<file path="src/rtl/ripple_carry_adder_full_adder.sv">
// One-bit full adder cell. Purely combinational. It is the unit that the ripple
// chain in ripple_carry_adder is built from.
module full_adder (
  input  logic a,
  input  logic b,
  input  logic ci,
  output logic s,
  output logic co
);

  logic p;

  assign p  = a ^ b;
  assign s  = p ^ ci;
  assign co = (a & b) | (ci & p);

endmodule

</file>
<file path="src/rtl/ripple_carry_adder.sv">
// WIDTH-bit ripple-carry adder built from a chain of full_adder cells.
// Sum, Cout and Ovf are registered, so results appear with one cycle of latency.
//
// Valid semantics: in_valid qualifies A, B and Cin on the rising edge where it is
// sampled. out_valid is high for exactly one cycle after each such edge. There is
// no ready signal and no backpressure. When in_valid is low, out_valid drops and
// the result registers keep their last value.
module ripple_carry_adder #(
  parameter int WIDTH = 4
) (
  input  logic             clk,
  input  logic             rst,
  input  logic             in_valid,
  input  logic [WIDTH-1:0] A,
  input  logic [WIDTH-1:0] B,
  input  logic             Cin,
  output logic [WIDTH-1:0] Sum,
  output logic             Cout,
  output logic             Ovf,
  output logic             out_valid
);

  logic [WIDTH:0]   carry;
  logic [WIDTH-1:0] sum_comb;

  assign carry[0] = Cin;

  for (genvar i = 0; i < WIDTH; i++) begin : g_chain
    full_adder u_fa (
      .a  (A[i]),
      .b  (B[i]),
      .ci (carry[i]),
      .s  (sum_comb[i]),
      .co (carry[i+1])
    );
  end

  logic [WIDTH-1:0] sum_d, sum_q;
  logic             cout_d, cout_q;
  logic             ovf_d, ovf_q;
  logic             valid_d, valid_q;

  always_comb begin
    sum_d   = sum_q;
    cout_d  = cout_q;
    ovf_d   = ovf_q;
    valid_d = in_valid;
    if (in_valid) begin
      sum_d  = sum_comb;
      cout_d = carry[WIDTH];
      // Signed overflow: the carry into the MSB differs from the carry out of it.
      ovf_d  = carry[WIDTH-1] ^ carry[WIDTH];
    end
  end

  always_ff @(posedge clk) begin
    if (rst) begin
      sum_q   <= '0;
      cout_q  <= 1'b0;
      ovf_q   <= 1'b0;
      valid_q <= 1'b0;
    end else begin
      sum_q   <= sum_d;
      cout_q  <= cout_d;
      ovf_q   <= ovf_d;
      valid_q <= valid_d;
    end
  end

  assign Sum       = sum_q;
  assign Cout      = cout_q;
  assign Ovf       = ovf_q;
  assign out_valid = valid_q;

endmodule

</file>
<file path="config.mk">
export PLATFORM = sky130hd
export DESIGN_NAME = ripple_carry_adder
export DESIGN_NICKNAME = d
export VERILOG_FILES = /design/src/rtl/ripple_carry_adder_full_adder.sv /design/src/rtl/ripple_carry_adder.sv
export SDC_FILE = /design/constraint.sdc
export NUM_CORES = 1
export LEC_CHECK = 0
export CAP_MARGIN = 10
export CORE_AREA = 2 2 39 41
export CTS_BUF_LIST = sky130_fd_sc_hd__clkbuf_4 sky130_fd_sc_hd__clkbuf_8
export DETAILED_ROUTE_END_ITERATION = 8
export DIE_AREA = 0 0 41 43
export SETUP_SLACK_MARGIN = 0.05
export SYNTH_ARGS = -nofsm -noshare
export SYNTH_HDL_FRONTEND = slang
export SYNTH_SLANG_ARGS = --single-unit
</file>
<file path="constraint.sdc">
create_clock -name clk -period 4.28 [get_ports clk]
set_input_delay 0.642 -clock clk [delete_from_list [all_inputs] [get_ports clk]]
set_output_delay 0.642 -clock clk [all_outputs]
set_load 0.02 [all_outputs]
</file>
==> results.json <==
{
  "fp.dieH_um": 43,
  "cts_setup_buffers": 0,
  "cts_tree": "done",
  "clkTransAtPathRegs_ns": 0.05,
  "die_w_um": 41,
  "hp-class": "reg2reg",
  "drc": 0,
  "final_cell_mix": "clkdlybuf4s50_1 (18), dfxtp_1 (7), inv_1 (7)",
  "tightest_slew_ns": 0.4134,
  "seq_area_frac_synth": 0.3875,
  "clock-sinks": 7,
  "endpoint_kind": "flop",
  "dp_cells": 66,
  "grt_pass1_wl_mm": 1.007,
  "maxUsedRoutingLayer": "met3",
  "syn-num-nets": 49,
  "yosys-top-cells-area": "dfxtp_1 (39%), fa_1 (22%), inv_1 (7.3%)",
  "skew_ns": 0,
  "start_util": 0.2613,
  "numPortBuffers": 18,
  "tns_ns": 0,
  "hold_viol": 0,
  "post_drt_wl_per_cell_um": 9.257,
  "total_power_uw": 191.7,
  "grt_max_degree": 11,
  "grt_use_total": 0.09008,
  "grt_overflow": 0,
  "drt_iter0_drc": 0,
  "area_growth_pct": 60.55,
  "cts_buffers": 3,
  "leakagePower_nw": 0.2558,
  "clock_path_buffers": 2,
  "setup_viol": 0,
  "powerDensity_mw_per_mm2": 330.2,
  "fmax_ghz": 0.3670,
  "rows": 14,
  "cp.required_ns": 4.45,
  "hold_buffers": 0,
  "clkLatencyLatePin_ns": 0.25,
  "r2r-start": "Ovf",
  "reg2reg_to": "Ovf",
  "start_kind": "input pin",
  "root_buffer": "clkbuf_4",
  "yosys.area.top_type": "dfxtp_1",
  "diodes": 0,
  "ir_drop_v": 0.0001174,
  "ctsHtreeMaxLevel": 1,
  "holdPathEnd": "Cout",
  "route.met3.wl_um": 39,
  "antenna_found_initial": 0,
  "rsz0062_at_grt": "no",
  "dp_hpwl_um": 543.2,
  "synth_top_area_frac": 0.3875,
  "layout.nets": 71,
  "postRouteAntennaNets": 0,
  "critPathArrivalTime_ns": 2.89,
  "stdcell_count": 70,
  "ys_ff_latch": 7,
  "met2_length_um": 330,
  "relSlewSlack": 0.7235,
  "min_period_ns": 2.725,
  "die_area_mm2": 0.001763,
  "wl_um": 648,
  "vias": 281,
  "whs_path_depth": 2,
  "rr_worst_depth": 2,
  "cap_violations": 0,
  "io_pins": 19,
  "vias_per_cell": 4.014,
  "final_common_cell": "clkdlybuf4s50_1",
  "outcome": "complete, no violations",
  "syn-cell-area_um2": 361.6,
  "layout-drive-gt1-share": 0.1296,
  "hold_start": "Cout",
  "critPathMaxFanout": 2,
  "dr.pass1.iters": 1,
  "met1Wirelength_um": 278,
  "yosys_warnings": 0,
  "synth_cell_types": 12,
  "reg2reg_slack_ns": 3.58,
  "post_cts_resized": 0,
  "core_mm2": 0.001384,
  "period_share": 0.6366,
  "netlist_instances": 33,
  "drv_slew": 0,
  "syn_avg_cell_area_um2": 10.96,
  "setup.worst_path.class": "in2reg",
  "grt_pass1_vias": 253,
  "gp_congestion": 0.6501
}
-- logic make-up after synthesis --
| kind of cell | after synthesis | share of synthesized area |
|---|---|---|
| buffers and inverters | 8 | 0.1038 |
| AND/OR/NAND/NOR | 7 | 0.1246 |
| flip-flops | 7 | 0.3875 |
| AO/OA/AOI/OAI | 4 | 0.08305 |
| adder cells (fa/ha/maj) | 4 | 0.2215 |
| multiplexers | 2 | 0.05537 |
| XOR/XNOR | 1 | 0.02423 |
-- critical path, stage by stage --
cell             delay (ns)
clkdlybuf4s50_1        0.43
fa_1                   0.42
inv_1                  0.08
fa_1                   0.16
inv_1                  0.05
fa_1                   0.39
inv_1                  0.09
fa_1                   0.41
a211oi_1               0.22
-- Yosys cell counts --
| master | instances |
|---|---|
| a211oi_1 | 3 |
| a21o_1 | 1 |
| buf_6 | 1 |
| dfxtp_1 | 7 |
| fa_1 | 4 |
| inv_1 | 7 |
| mux2i_1 | 2 |
| nor2_1 | 3 |
| nor2_2 | 2 |
| nor2b_4 | 1 |
| nor3b_1 | 1 |
| xnor2_1 | 1 |
-- metal layers --
metal | global-route usage | up-vias
met5 | 0 | -
met4 | 0.06000 | 0
met3 | 0.04712 | 0
met2 | 0.1281 | 8
met1 | 0.09901 | 128
li1 | - | 145
-- flip-flops by register name, indices dropped and copies added, names as in the netlist --
signal / flops
Sum: 4
out_valid: 1
Ovf: 1
Cout: 1
-- where the power goes --
part           leakage (nW)  total [mW]  switching [mW]  internal (mW)
clock                0.0184      0.0660          0.0241         0.0419
combinational         0.179      0.0515          0.0226         0.0289
sequential           0.0581      0.0742         0.00295         0.0713
-- area by class of cell --
type	count	area, um^2
Timing Repair Buffer	18	180.2
Inverter	7	26.28
Tap cell	16	20.02
Clock buffer	4	30.03
Multi-Input combinational cell	18	183.9
Fill cell	146	803.3
Sequential cell	7	140.1
-- stage by stage --
step                      cell area (um^2)    util  setup slack [ns]  hold slack, ns
after floorplan                      361.6       -             1.840          0.5466
after CTS                            580.6  0.4195             1.537          0.4822
after detailed placement             550.5  0.3978             1.270          0.4752
after global routing                 580.6  0.4195             1.457          0.4942
after global placement               550.5  0.3978             1.313          0.4667
final                                580.6  0.4195             1.555          0.4764
-- worst max path at each step --
stage	start	to	depth (start not counted)
6_report	A[0]	Sum[3]	9
5_1_grt	A[0]	Sum[3]	9
4_1_cts	A[0]	Sum[3]	9
3_5_place_dp	A[0]	Sum[3]	9
3_3_place_gp	A[0]	Sum[3]	9
2_1_floorplan	A[0]	Sum[3]	8
Power figures use the tool's default switching activity.
